`src/rtl/ppu_types_pkg.sv`:
```
// Shared PPU types: mode encoding, background pixel format, pusher states
// and the visible LCD geometry.
package ppu_types_pkg;

    localparam int LCD_W = 160;
    localparam int LCD_H = 144;

    // PPU mode as seen on STAT[1:0]
    typedef enum logic [1:0] {
        MODE_HBLANK = 2'd0,
        MODE_VBLANK = 2'd1,
        MODE_OAM    = 2'd2,
        MODE_DRAW   = 2'd3
    } ppu_mode_t;

    // One background pixel as held in the pixel FIFO
    typedef struct packed {
        logic [1:0] color;
    } pixel_t;

    // Pixel pusher line sequencer
    typedef enum logic [1:0] {
        ST_IDLE    = 2'd0,
        ST_DISCARD = 2'd1,
        ST_PUSH    = 2'd2,
        ST_DONE    = 2'd3
    } pusher_state_t;

endpackage

```
`src/rtl/ppu_util_pkg.sv`:
```
// PPU helper functions shared between the BG pusher and the OBJ mixer.
package ppu_util_pkg;

    // Map a 2-bit color index through a DMG-style palette register.
    function automatic logic [1:0] bgp_shade(input logic [7:0] bgp, input logic [1:0] color);
        logic [1:0] shade;
        case (color)
            2'd0:    shade = bgp[1:0];
            2'd1:    shade = bgp[3:2];
            2'd2:    shade = bgp[5:4];
            2'd3:    shade = bgp[7:6];
            default: shade = bgp[1:0];
        endcase
        return shade;
    endfunction

endpackage

```
`src/rtl/ppu_pixel_pusher_if.sv`:
```
// Pixel FIFO read port and framebuffer write port of the pixel pusher.
// master = pusher side (pops the FIFO, writes the framebuffer).
interface ppu_pixel_pusher_if #(
    parameter int FB_AW = 15
);
    import ppu_types_pkg::*;

    logic               fifo_read_en;
    pixel_t             fifo_read_data;
    logic               fifo_empty;

    logic               fb_we;
    logic [FB_AW-1:0]   fb_addr;
    logic [1:0]         fb_data;

    modport master (
        output fifo_read_en,
        input  fifo_read_data,
        input  fifo_empty,
        output fb_we,
        output fb_addr,
        output fb_data
    );

    modport slave (
        input  fifo_read_en,
        output fifo_read_data,
        output fifo_empty,
        input  fb_we,
        input  fb_addr,
        input  fb_data
    );

endinterface

```
`src/rtl/ppu_pixel_pusher.sv`:
```
// Background pixel pusher: pops the BG pixel FIFO during DRAW, drops the
// fine-scroll pixels, maps the rest through BGP and writes one scanline of
// shades into the framebuffer.
module ppu_pixel_pusher
    import ppu_types_pkg::ppu_mode_t, ppu_types_pkg::MODE_DRAW,
           ppu_types_pkg::pusher_state_t, ppu_types_pkg::ST_IDLE,
           ppu_types_pkg::ST_DISCARD, ppu_types_pkg::ST_PUSH,
           ppu_types_pkg::ST_DONE;
    import ppu_util_pkg::bgp_shade;
#(
    parameter int LCD_W = ppu_types_pkg::LCD_W,
    parameter int LCD_H = ppu_types_pkg::LCD_H,
    parameter int FB_AW = 15
) (
    input  logic                 clk,
    input  logic                 rst_n,
    input  ppu_mode_t            mode,
    input  logic                 line_start,
    input  logic [7:0]           ly,
    input  logic [2:0]           scx_fine,
    input  logic [7:0]           bgp,
    input  logic                 bg_en,
    input  logic                 stall,
    ppu_pixel_pusher_if.master   bus,
    output logic [7:0]           pixel_x,
    output logic                 line_done
);

    pusher_state_t      r_state;
    pusher_state_t      w_next_state;

    logic [7:0]         r_x;
    logic [2:0]         r_discard;
    logic [7:0]         r_ly_q;

    logic               r_fb_we;
    logic [FB_AW-1:0]   r_fb_addr;
    logic [1:0]         r_fb_data;
    logic               r_line_done;

    logic               w_start;
    logic               w_active;
    logic               w_pop;
    logic               w_abort;
    logic [16:0]        w_addr_full;
    logic [FB_AW-1:0]   w_addr;
    logic [1:0]         w_color;
    logic [1:0]         w_shade;

    // A line_start only counts for visible lines; it restarts from any state.
    assign w_start  = line_start && (ly < 8'(LCD_H));
    assign w_active = (r_state == ST_DISCARD) || (r_state == ST_PUSH);
    assign w_pop    = w_active && !bus.fifo_empty && !stall;
    assign w_abort  = (mode != MODE_DRAW);

    // ly*160 + x without a multiplier: (ly<<7) + (ly<<5) + x.
    assign w_addr_full = {2'b00, r_ly_q, 7'b000_0000}
                       + {4'b0000, r_ly_q, 5'b0_0000}
                       + {9'b0_0000_0000, r_x};
    assign w_addr      = FB_AW'(w_addr_full);

    // With the background disabled every pixel reads as color 0.
    assign w_color = bg_en ? bus.fifo_read_data.color : 2'b00;
    assign w_shade = bgp_shade(bgp, w_color);

    // Line sequencer state register.
    always_ff @(posedge clk or negedge rst_n) begin
        if (!rst_n) begin
            r_state <= ST_IDLE;
        end else begin
            r_state <= w_next_state;
        end
    end

    // Next-state logic: restart beats abort, abort beats line progress.
    always_comb begin
        w_next_state = r_state;
        if (w_start) begin
            w_next_state = (scx_fine != 3'd0) ? ST_DISCARD : ST_PUSH;
        end else begin
            case (r_state)
                ST_IDLE: begin
                    w_next_state = ST_IDLE;
                end
                ST_DISCARD: begin
                    if (w_abort) begin
                        w_next_state = ST_IDLE;
                    end else if (w_pop && (r_discard == 3'd1)) begin
                        w_next_state = ST_PUSH;
                    end else begin
                        w_next_state = ST_DISCARD;
                    end
                end
                ST_PUSH: begin
                    if (w_abort) begin
                        w_next_state = ST_IDLE;
                    end else if (w_pop && (r_x == 8'(LCD_W - 1))) begin
                        w_next_state = ST_DONE;
                    end else begin
                        w_next_state = ST_PUSH;
                    end
                end
                ST_DONE: begin
                    w_next_state = ST_IDLE;
                end
                default: begin
                    w_next_state = ST_IDLE;
                end
            endcase
        end
    end

    // Line counters: latch on start, count down discards, count up pixels.
    always_ff @(posedge clk or negedge rst_n) begin
        if (!rst_n) begin
            r_x       <= 8'd0;
            r_discard <= 3'd0;
            r_ly_q    <= 8'd0;
        end else if (w_start) begin
            r_x       <= 8'd0;
            r_discard <= scx_fine;
            r_ly_q    <= ly;
        end else if (w_pop && (r_state == ST_DISCARD)) begin
            r_discard <= r_discard - 3'd1;
        end else if (w_pop && (r_state == ST_PUSH)) begin
            r_x       <= r_x + 8'd1;
        end else begin
            r_x       <= r_x;
        end
    end

    // Framebuffer write port: one registered write per PUSH pop.
    // A pop coinciding with a restart belongs to the dropped line and is not written.
    always_ff @(posedge clk or negedge rst_n) begin
        if (!rst_n) begin
            r_fb_we   <= 1'b0;
            r_fb_addr <= '0;
            r_fb_data <= 2'b00;
        end else if (!w_start && w_pop && (r_state == ST_PUSH)) begin
            r_fb_we   <= 1'b1;
            r_fb_addr <= w_addr;
            r_fb_data <= w_shade;
        end else begin
            r_fb_we   <= 1'b0;
        end
    end

    // End-of-line pulse, one cycle after the last write became visible.
    always_ff @(posedge clk or negedge rst_n) begin
        if (!rst_n) begin
            r_line_done <= 1'b0;
        end else begin
            r_line_done <= (r_state == ST_DONE) && !w_start;
        end
    end

    assign bus.fifo_read_en = w_pop;
    assign bus.fb_we        = r_fb_we;
    assign bus.fb_addr      = r_fb_addr;
    assign bus.fb_data      = r_fb_data;
    assign pixel_x          = r_x;
    assign line_done        = r_line_done;

endmodule

```
`src/flat_wrapper.sv`:
```
// flat-port wrapper written by rule: the top's interface ports become plain ports
module ppu_pixel_pusher_flat import ppu_types_pkg::ppu_mode_t, ppu_types_pkg::MODE_DRAW,
           ppu_types_pkg::pusher_state_t, ppu_types_pkg::ST_IDLE,
           ppu_types_pkg::ST_DISCARD, ppu_types_pkg::ST_PUSH,
           ppu_types_pkg::ST_DONE; import ppu_util_pkg::bgp_shade;
#(
    parameter int LCD_W = ppu_types_pkg::LCD_W,
    parameter int LCD_H = ppu_types_pkg::LCD_H,
    parameter int FB_AW = 15
)
  (clk, rst_n, mode, line_start, ly, scx_fine, bgp, bg_en, stall, pixel_x, line_done, bus_fifo_read_en, bus_fifo_read_data, bus_fifo_empty, bus_fb_we, bus_fb_addr, bus_fb_data);
  ppu_pixel_pusher_if #(.FB_AW(FB_AW)) bus_i ();
  input  logic clk;
  input  logic rst_n;
  input  ppu_mode_t mode;
  input  logic line_start;
  input  logic [7:0] ly;
  input  logic [2:0] scx_fine;
  input  logic [7:0] bgp;
  input  logic bg_en;
  input  logic stall;
  output logic [7:0] pixel_x;
  output logic line_done;
  output wire logic [$bits(bus_i.fifo_read_en)-1:0] bus_fifo_read_en;
  input wire logic [$bits(bus_i.fifo_read_data)-1:0] bus_fifo_read_data;
  input wire logic [$bits(bus_i.fifo_empty)-1:0] bus_fifo_empty;
  output wire logic [$bits(bus_i.fb_we)-1:0] bus_fb_we;
  output wire logic [$bits(bus_i.fb_addr)-1:0] bus_fb_addr;
  output wire logic [$bits(bus_i.fb_data)-1:0] bus_fb_data;
  assign bus_fifo_read_en = bus_i.fifo_read_en;
  assign bus_i.fifo_read_data = bus_fifo_read_data;
  assign bus_i.fifo_empty = bus_fifo_empty;
  assign bus_fb_we = bus_i.fb_we;
  assign bus_fb_addr = bus_i.fb_addr;
  assign bus_fb_data = bus_i.fb_data;
  ppu_pixel_pusher #(.LCD_W(LCD_W), .LCD_H(LCD_H), .FB_AW(FB_AW)) u_core (.clk(clk), .rst_n(rst_n), .mode(mode), .line_start(line_start), .ly(ly), .scx_fine(scx_fine), .bgp(bgp), .bg_en(bg_en), .stall(stall), .bus(bus_i), .pixel_x(pixel_x), .line_done(line_done));
endmodule
```
`config.mk`:
```
export PLATFORM = sky130hd
export DESIGN_NAME = ppu_pixel_pusher_flat
export DESIGN_NICKNAME = d
export VERILOG_FILES = /design/src/rtl/ppu_types_pkg.sv /design/src/rtl/ppu_util_pkg.sv /design/src/rtl/ppu_pixel_pusher_if.sv /design/src/rtl/ppu_pixel_pusher.sv /design/src/flat_wrapper.sv
export SDC_FILE = /design/constraint.sdc
export NUM_CORES = 1
export LEC_CHECK = 0
export ABC_CLOCK_PERIOD_IN_PS = 2200
export BUFFER_PORTS_ARGS = -buffer_cell sky130_fd_sc_hd__buf_2
export CORE_UTILIZATION = 35
export CTS_CLUSTER_DIAMETER = 30
export DETAILED_ROUTE_END_ITERATION = 10
export GPL_TIMING_DRIVEN = 0
export PLACE_DENSITY = 0.6
export SETUP_SLACK_MARGIN = 0.4
export SYNTH_ARGS = -nofsm -noshare
export SYNTH_HDL_FRONTEND = slang
export SYNTH_SLANG_ARGS = --single-unit
export TNS_END_PERCENT = 5
```
`constraint.sdc`:
```
create_clock -name clk -period 2.2 [get_ports clk]
set_clock_uncertainty 0.05 [all_clocks]
set_input_delay 0.11 -clock clk [delete_from_list [all_inputs] [get_ports clk]]
set_output_delay 0.11 -clock clk [all_outputs]
set_load 0.05 [all_outputs]
```
==> results of run 1 <==
==> power by group through the flow <==
stage / registers, mW / clock network [mW] / logic (mW)
floorplan: 0.878 / 0 / 0.251
global placement: 0.827 / 0 / 0.419
detailed placement: 0.829 / 0 / 0.423
CTS: 0.815 / 0.527 / 0.455
global route: 0.822 / 0.559 / 0.525
finish: 0.813 / 0.508 / 0.466
==> final cells by class <==
type / instances / area [um^2] / share of cell area, %
Multi-Input combinational cell: 184 / 1270 / 41.8
Sequential cell: 40 / 1000 / 33.1
Timing Repair Buffer: 72 / 433 / 14.3
Tap cell: 77 / 96.3 / 3.18
Buffer: 14 / 93.8 / 3.09
Clock buffer: 6 / 82.6 / 2.72
Inverter: 12 / 45.0 / 1.48
Clock inverter: 2 / 10.0 / 0.330
==> state kept, by name, summed over array words and instances, names as in the netlist <==
register / cells
u_core.r_ly_q: 8
u_core.line_done: 1
u_core.bus.fb_data: 2
u_core.r_state: 2
u_core.pixel_x: 8
u_core.bus.fb_addr: 15
u_core.bus.fb_we: 1
u_core.r_discard: 3
==> cell families after synthesis <==
family	after synthesis	synth area share [%]
buffers and inverters	26	5.94
AOI/OAI and AO/OA	43	12.5
muxes	2	0.857
and+or+nand+nor	105	20.8
xor gates and xnor gates	11	4.12
adders and majority gates	23	13.0
DFF	40	42.8
==> synth_stat cells (all sizes together) (4+ instances only) <==
master	number
ha	21
nand4	7
a21o	5
dfrtp	40
a21oi	9
xnor2	4
nor2	6
nor3	4
and2	4
nand2	66
buf	13
xor2	7
nand3	8
inv	12
o21ai	10
o31ai	4
==> layer usage <==
layer | up-vias | track usage (%) | share of wire, %
met4 | 0 | 4.01 | 0.58
met1 | 901 | 18.9 | 46
met2 | 51 | 27.2 | 48
met5 | - | 0 | 0
li1 | 1011 | - | -
met3 | 4 | 4.35 | 5.4
==> repair_timing <==
item,CTS,global route
cloned,0,0
resized for setup,7,6
endpoints found under the setup margin,26,35
pin swaps,3,1
hold buffers,12,0
setup buffers,3,1
hold endpoints to repair,51,0
==> through the flow <==
| stage | setup slack (ps) | utilization, % | instance area (um^2) | hold slack, ps | power (mW) |
|---|---|---|---|---|---|
| after CTS | 123 | 46.9 | 3000 | 108 | 1.80 |
| after global placement | 51.1 | 42.9 | 2740 | 246 | 1.25 |
| after global routing | 38.0 | 47.5 | 3030 | 131 | 1.91 |
| final | 117 | 47.5 | 3030 | 118 | 1.79 |
| after floorplan | 64.4 | - | 2370 | -236 | 1.13 |
| after detailed placement | 29.6 | 42.9 | 2740 | 257 | 1.25 |
==> final timing paths <==
path / from / slack (ps) / depth (start not counted) / endpoint
worst max-delay path: u_core.pixel_x[7]$_DFFE_PN0P_ / 120 / 8 / u_core.bus.fb_addr[13]$_DFFE_PN0P_
worst min-delay path: bg_en / 120 / 3 / u_core.bus.fb_data[1]$_DFFE_PN0P_
worst max register to register: u_core.pixel_x[7]$_DFFE_PN0P_ / 120 / 8 / u_core.bus.fb_addr[13]$_DFFE_PN0P_
worst min register to register: u_core.bus.fb_addr[5]$_DFFE_PN0P_ / 420 / 2 / u_core.bus.fb_addr[5]$_DFFE_PN0P_
max in group asynchronous: rst_n / 1060 / 2 / u_core.pixel_x[7]$_DFFE_PN0P_
min in group asynchronous: rst_n / 420 / 2 / u_core.bus.fb_addr[14]$_DFFE_PN0P_
==> worst max-delay path, stage by stage (launching register included) <==
cell and delay (ps):
dfrtp_2 370, inv_2 40, fa_1 540, inv_2 50, ha_1 280, nand3_2 110, a211oi_2 260, nor3_1 90
o31ai_1 190
==> run_results.csv, run 1 <==
group,metric,value,unit
sta,post-route-min-period,2080,ps
power,p_comb_share,26.1,%
sta,max_freq,480,MHz
final_layout,n_antenna_cell,0,
logic_synthesis,syn_inst,250,
sta,hold_viol,0,
sta,setup_viol,0,
logic_synthesis,synth_top_cells_by_area,"dfrtp_1 43%, ha_1 11%, nand2_1 10%",
final_layout,fin_cells,407,
sta,worstMarginPinSlew,891,ps
place,hpwl,3.69,mm
power,power.leakage,1.61,nW
setup_path,arrival,2230,ps
clock_network,h-tree-depth,2,
setup_path,cp-start-kind,"flip-flop",
logic_synthesis,yosysWarnings,0,
global_routing,gr-total-overflow,0,
logic_synthesis,synth_cell_types,43,
setup_path,critical_path_class,"reg -> reg",
route,wire_per_inst,12.2,um
route,vias_per_cell,4.83,
floorplan,initial_core_util,36.6,%
route,vias,1967,
clock_network,insertion_delay,290,ps
power,clockPowerShare,28.4,%
sta,slew_headroom,40.6,%
final_layout,num-fill-cells,647,
place,place_congestion,0.802,
sta,slew_violations,0,
min_path,hold_path_class,"in -> reg",
floorplan,die_x,83.7,um
logic_synthesis,yosysTopAreaCellShare,42.8,%
floorplan,core,6390,um^2
global_routing,grt_pass1_vias,1983,
sta,min_period_over_period,94.7,%
route,ant_nets,0,
logic_synthesis,synth-edff-count,0,
global_routing,grt_pass1_wl,8.83,mm
final_layout,drive_gt1_share,33.0,%
global_routing,grt_usage,15.6,%
floorplan,io_pins,57,
clock_network,clockBufferDepth,2,
job,cap_violations,0,
clock_network,clock_sinks,40,
logic_synthesis,async_reset_ff_share,100,%
clock_network,numCtsBuffers,5,
clock_network,clk_pin_slew,80,ps
logic_synthesis,synth_top_flop_cell,"dfrtp_1",
setup_path,end_kind,"flip-flop",
final_layout,nets,381,
logic_synthesis,yosysTopAreaCell,"dfrtp_1",
power,p_per_area,589,nW/um^2
clock_network,cts_root_buf,"clkbuf_8",
final_layout,layout_commonest_cell,"nand2_1",
power,switchingPower,0.577,mW
route,wl,4.98,mm
power,ir_worst_vdd,0.319,mV
floorplan,die_h,83.7,um
final_layout,syn2layout_area_growth,29.8,%
clock_network,tritoncts,"done",
power,switching_share,32.3,%
floorplan,num_rows,29,
global_routing,antenna_found_initial,0,
logic_synthesis,seq_area_frac_synth,42.8,%
global_routing,grt_max_degree,41,
sta,rsz0062_at_grt,"true",
logic_synthesis,netlist_area,2340,um^2
setup_path,crit_required,2350,ps
place,place_inst,383,
logic_synthesis,syn-num-nets,302,
place,port_buffers,56,
floorplan,die_area,7010,um^2
setup_path,cp_max_fo,3,
route,firstDrtPassIters,4,
logic_synthesis,syn_avg_cell_area,9.35,um^2
logic_synthesis,ys_seq_elements,40,
route,drt-initial-drc-count,31,
route,drcViolationCount,0,
sta,finalSetupTns,0,ps
final_layout,layout_common_cells,"65 x nand2_1, 60 x buf_2, 37 x dfrtp_1",
status,status,"finished, final reports clean",
power,p_int,1.21,mW
power,power_frac_seq,45.5,%
No activity file was read; power rests on OpenSTA's default activity.
==> run 2: changes to the inputs <==
--- a/config.mk
+++ b/config.mk
@@ -10,7 +10,7 @@
 export CORE_UTILIZATION = 35
 export CTS_CLUSTER_DIAMETER = 30
 export DETAILED_ROUTE_END_ITERATION = 10
-export GPL_TIMING_DRIVEN = 0
+export GPL_TIMING_DRIVEN = 1
 export PLACE_DENSITY = 0.6
 export SETUP_SLACK_MARGIN = 0.4
 export SYNTH_ARGS = -nofsm -noshare
==> run 2 against run 1 <==
Power shrank 0.82%. Worst hold slack gained 2.6 ps. First-iteration DRC count grew 140%. Core utilization shrank 1.4 points. Clock-buffer cell count is the same. Design area shrank 2.9%. Critical endpoint is now u_core.bus.fb_addr[14]$_DFFE_PN0P_. Critical path type unchanged. Wire length grew 1.3%.
==> run_results.csv, run 2 (synthesis gave the netlist of run 1 again) <==
group,metric,value,unit
global_routing,grt_pass1_vias,1970,
sta,setup_viol,0,
sta,hold_viol,0,
final_layout,largest_reg_flops,15,
setup_path,cp-start-kind,"flip-flop",
setup_path,crit_path_top_delay_cell,"fa_1",
setup_path,crit_buf_inv,2,
final_layout,n_antenna_cell,0,
min_path,min_path_cells,3,
power,ir_worst_vdd,0.357,mV
global_routing,gr-total-overflow,0,
place,hpwl,3.66,mm
min_path,hold_path_class,"in -> reg",
sta,worstMarginPinSlew,900,ps
floorplan,die_x,83.7,um
sta,finalSetupTns,0,ps
clock_network,cts_root_buf,"clkbuf_8",
setup_path,rr_startpoint,"u_core.pixel_x[7]$_DFFE_PN0P_",
global_routing,grt_max_degree,41,
place,port_buffers,56,
sta,post-route-min-period,2050,ps
clock_network,insertion_delay,300,ps
setup_path,crit_cells,8,
sta,min_period_over_period,93.3,%
clock_network,clockBufferDepth,2,
place,place_congestion,0.738,
final_layout,nets,369,
clock_network,clock_sinks,40,
setup_path,crit_required,2360,ps
route,drt-initial-drc-count,75,
floorplan,die_h,83.7,um
floorplan,num_rows,29,
route,vias,1965,
clock_network,clk_pin_slew,80,ps
floorplan,initial_core_util,36.6,%
final_layout,layout_commonest_cell,"nand2_1",
final_layout,layout_common_cells,"65 x nand2_1, 56 x buf_2, 37 x dfrtp_1",
clock_network,tritoncts,"done",
final_layout,fin_util,46.1,%
sta,rsz0062_at_grt,"true",
route,wire_per_inst,12.8,um
power,p_per_area,602,nW/um^2
final_layout,syn2layout_area_growth,26.0,%
floorplan,io_pins,57,
setup_path,crit_family,"adder cells",
global_routing,grt_pass1_wl,8.88,mm
setup_path,rr_worst_depth,8,
route,vias_per_cell,4.97,
sta,max_freq,487,MHz
setup_path,end_kind,"flip-flop",
setup_path,cp_max_fo,3,
sta,slew_headroom,40.0,%
job,cap_violations,0,
global_routing,grt_usage,15.8,%
status,status,"finished, final reports clean",
global_routing,antenna_found_initial,0,
clock_network,numCtsBuffers,5,
power,power.leakage,1.54,nW
route,ant_nets,0,
clock_network,h-tree-depth,2,
place,preCtsSetupSlack,88.1,ps
floorplan,die_area,7010,um^2
final_layout,drive_gt1_share,29.2,%
setup_path,critical_path_class,"reg -> reg",
route,firstDrtPassIters,4,
setup_path,cp-startpoint,"u_core.pixel_x[7]$_DFFE_PN0P_",
min_path,hp-start,"bg_en",
setup_path,worstPathCellList,"inv_2 > fa_1 > inv_2 > fa_2 > nand3_2 > a211oi_2 > o21a_1 > o31ai_1",
sta,slew_violations,0,
setup_path,arrival,2210,ps
route,wl,5.04,mm
setup_path,slowest_delay,540,ps
setup_path,cpMostUsedCell,"inv_2",
floorplan,core,6390,um^2
sta,setup_ws,146,ps
route,drcViolationCount,0,
[run 2: cell types whose count changed in the layout (fill, tap and decap cells not counted), sizes merged]
cell | previous run | this run
clkbuf | 7 | 6
clkinvlp | 0 | 1
buf | 73 | 62
clkinv | 2 | 1
[run 2: area by class of cell]
cell class / count / area [um^2]
fillers: 641 / 3440
well taps: 77 / 96.3
clock buffers: 6 / 72.6
repair buffers: 74 / 445
clock inverters: 2 / 12.5
inverters: 12 / 47.5
multi-input cells: 184 / 1270
flip-flops and latches: 40 / 1000
[run 2: layer usage]
| layer | up-vias | GRT usage [%] | part of all wire [%] | wire [um] |
|---|---|---|---|---|
| met4 | 0 | 3.54 | 0.34 | 17 |
| met2 | 53 | 26.4 | 48 | 2410 |
| met5 | - | 0 | 0 | 0 |
| met3 | 4 | 5.34 | 5.8 | 292 |
| met1 | 924 | 19.7 | 46 | 2320 |
| li1 | 984 | - | - | - |
[run 2: what timing repair did]
| action | CTS | global route |
|---|---|---|
| resized for setup | 6 | 4 |
| endpoints found under the hold margin | 51 | 0 |
| setup endpoints to repair | 21 | 30 |
| cloned | 0 | 0 |
| hold buffers | 12 | 0 |
| pin swaps | 4 | 1 |
| setup buffers | 1 | 0 |
[run 2: power by group]
part | switching [mW] | leakage [nW] | internal, mW
Clock | 0.267 | 0.0412 | 0.222
Sequential | 0.0325 | 0.532 | 0.781
Combinational | 0.292 | 0.965 | 0.179
[run 2: worst reg2reg max path: stages, from the launching register on]
cell and delay, ps:
dfrtp_2 370, inv_2 40, fa_1 540, inv_2 60, fa_2 380, nand3_2 100
a211oi_2 80, o21a_1 180, o31ai_1 180
[run 2: final timing paths]
kind                                                 endpoint  slack [ps]
setup reg to reg           u_core.bus.fb_addr[14]$_DFFE_PN0P_         150
hold / removal              u_core.bus.fb_data[1]$_DFFE_PN0P_         120
max in group asynchronous       u_core.pixel_x[7]$_DFFE_PN0P_        1060
hold reg to reg             u_core.bus.fb_data[1]$_DFFE_PN0P_         420
min in group asynchronous  u_core.bus.fb_addr[12]$_DFFE_PN0P_         410
setup / recovery           u_core.bus.fb_addr[14]$_DFFE_PN0P_         150
[run 2: through the flow]
step | instance area [um^2] | hold slack [ps] | std cells | total power [mW]
2_1_floorplan | 2370 | -236 | 250 | 1.13
3_3_place_gp | 2690 | 250 | 374 | 1.25
3_5_place_dp | 2690 | 252 | 374 | 1.26
4_1_cts | 2930 | 111 | 395 | 1.79
5_1_grt | 2950 | 129 | 395 | 1.89
6_report | 2950 | 120 | 395 | 1.77
==> run 3: changes to the inputs <==
--- a/config.mk
+++ b/config.mk
@@ -7,11 +7,12 @@
 export LEC_CHECK = 0
 export ABC_CLOCK_PERIOD_IN_PS = 2200
 export BUFFER_PORTS_ARGS = -buffer_cell sky130_fd_sc_hd__buf_2
-export CORE_UTILIZATION = 35
+export CORE_UTILIZATION = 25
 export CTS_CLUSTER_DIAMETER = 30
 export DETAILED_ROUTE_END_ITERATION = 10
 export GPL_TIMING_DRIVEN = 1
-export PLACE_DENSITY = 0.6
+export PLACE_DENSITY = 0.47
+export REMOVE_ABC_BUFFERS = 1
 export SETUP_SLACK_MARGIN = 0.4
 export SYNTH_ARGS = -nofsm -noshare
 export SYNTH_HDL_FRONTEND = slang
==> run 3 against run 2 <==
Critical path depth down 2. Largest cell class unchanged. Highest routed layer unchanged. Wire length up 11%. Die area up 39%.
==> run_results.csv, run 3 (synthesis gave the netlist of run 1 again) <==
group,metric,value,unit
sta,worstMarginPinSlew,916,ps
power,power.leakage,1.60,nW
sta,rsz0062_at_grt,"true",
place,place_congestion,0.766,
place,hpwl,4.04,mm
setup_path,cp_max_fo,4,
route,wire_per_inst,12.9,um
global_routing,gr-total-overflow,0,
setup_path,crit_buf_inv,0,
route,drt-initial-drc-count,54,
sta,setup_ws,100,ps
floorplan,initial_core_util,26.3,%
power,ir_worst_vdd,0.234,mV
sta,post-route-min-period,2100,ps
clock_network,cts_root_buf,"clkbuf_8",
min_path,min_path_cells,3,
clock_network,clk_pin_slew,80,ps
sta,min_period_over_period,95.5,%
sta,setup_viol,0,
clock_network,clock_sinks,40,
sta,hold_viol,0,
place,preCtsSetupSlack,-53.7,ps
job,cap_violations,0,
sta,slew_violations,0,
setup_path,end_kind,"flip-flop",
setup_path,r2r_setup_slack,100,ps
setup_path,cpMostUsedCell,"ha_1",
final_layout,layout_commonest_cell,"nand2_1",
floorplan,die_h,98.7,um
clock_network,h-tree-depth,2,
global_routing,grt_pass1_wl,9.40,mm
final_layout,largest_reg_flops,15,
clock_network,numCtsBuffers,5,
floorplan,die_x,98.7,um
setup_path,critical_path_class,"reg -> reg",
setup_path,arrival,2260,ps
setup_path,rr_startpoint,"u_core.r_ly_q[4]$_DFFE_PN0P_",
clock_network,clockBufferDepth,2,
floorplan,core,8890,um^2
setup_path,rr_worst_depth,6,
sta,max_freq,476,MHz
route,drcViolationCount,0,
setup_path,regToRegEndpoint,"u_core.bus.fb_addr[14]$_DFFE_PN0P_",
min_path,hold_end,"u_core.bus.fb_data[1]$_DFFE_PN0P_",
route,ant_nets,0,
floorplan,io_pins,57,
route,wl,5.58,mm
clock_network,tritoncts,"done",
setup_path,worstPathCellList,"ha_1 > ha_1 > a21oi_1 > a211oi_2 > o21a_1 > o31ai_1",
place,place_inst,410,
min_path,hold_path_class,"in -> reg",
global_routing,grt_max_degree,41,
final_layout,fin_util,34.5,%
final_layout,syn2layout_area_growth,31.4,%
sta,slew_headroom,38.9,%
setup_path,slowest_delay,410,ps
sta,hold_ws,124,ps
setup_path,crit_path_top_delay_cell,"dfrtp_1",
final_layout,n_antenna_cell,0,
route,vias_per_cell,4.62,
final_layout,num-fill-cells,929,
route,firstDrtPassIters,5,
clock_network,insertion_delay,300,ps
global_routing,grt_usage,12.0,%
place,port_buffers,56,
setup_path,crit_family,"compound AO/OA/AOI/OAI gates",
final_layout,layout_common_cells,"65 x nand2_1, 56 x buf_2, 40 x dfrtp_1",
global_routing,grt_pass1_vias,2019,
power,p_per_area,626,nW/um^2
final_layout,nets,376,
global_routing,antenna_found_initial,0,
floorplan,die_area,9740,um^2
setup_path,cp-start-kind,"flip-flop",
final_layout,fin_cells,433,
status,status,"finished, final reports clean",
floorplan,num_rows,34,
setup_path,crit_required,2360,ps
min_path,hp-start,"bg_en",
route,vias,2002,
final_layout,drive_gt1_share,29.8,%
-- run 3: stage by stage --
stage               cell area, um^2  total power [mW]  setup TNS, ps
global route                   3070              2.04              0
floorplan                      2240              1.12          -1410
finish                         3070              1.92              0
detailed placement             2730              1.25          -53.7
global placement               2730              1.25          -17.8
CTS                            3000              1.91              0
-- run 3: how the worst max path moves through the flow --
stage | start | end | cells past startpoint | slack (ps)
2_1_floorplan | u_core.pixel_x[7]$_DFFE_PN0P_ | u_core.bus.fb_addr[14]$_DFFE_PN0P_ | 8 | -360
3_3_place_gp | u_core.pixel_x[7]$_DFFE_PN0P_ | u_core.bus.fb_addr[14]$_DFFE_PN0P_ | 8 | -20
5_1_grt | u_core.r_ly_q[0]$_DFFE_PN0P_ | u_core.bus.fb_addr[14]$_DFFE_PN0P_ | 8 | 60
6_report | u_core.r_ly_q[4]$_DFFE_PN0P_ | u_core.bus.fb_addr[14]$_DFFE_PN0P_ | 6 | 100
3_5_place_dp | u_core.pixel_x[7]$_DFFE_PN0P_ | u_core.bus.fb_addr[14]$_DFFE_PN0P_ | 8 | -50
4_1_cts | u_core.pixel_x[7]$_DFFE_PN0P_ | u_core.bus.fb_addr[14]$_DFFE_PN0P_ | 8 | 140
-- run 3: power breakdown --
group	internal [mW]	switching (mW)	total (mW)	leakage [nW]
logic	0.196	0.305	0.501	1.00
registers	0.781	0.0314	0.812	0.537
clock network	0.337	0.271	0.608	0.0552
-- run 3: worst reg2reg max path: stages, from the launching register on --
cell,delay [ps]
dfrtp_1,410
ha_1,290
ha_1,390
a21oi_1,370
a211oi_2,140
o21a_1,180
o31ai_1,180
-- run 3: routing by layer --
layer  GRT usage (%)  vias to the layer above  part of all wire, %
met2            21.0                       48                   49
met5               0                        -                    0
li1                -                     1003                    -
met3            3.48                        4                  4.5
met4            2.41                        0                 0.54
met1            14.8                      947                   46
-- run 3: final cells by class --
cell class / instances / area [um^2] / area share [%]
clock inverter: 2 / 35.0 / 1.14
tap: 108 / 135 / 4.40
inverter: 12 / 47.5 / 1.55
timing repair buffer: 81 / 498 / 16.2
clock buffer: 6 / 72.6 / 2.36
multi-input combinational: 184 / 1280 / 41.7
sequential: 40 / 1000 / 32.6
-- run 3: repair_timing --
item	CTS	global route
pin swaps	5	3
endpoints found under the hold margin	50	1
resized for setup	11	8
setup endpoints to repair	21	28
hold buffers	11	1
buffers inserted	1	2
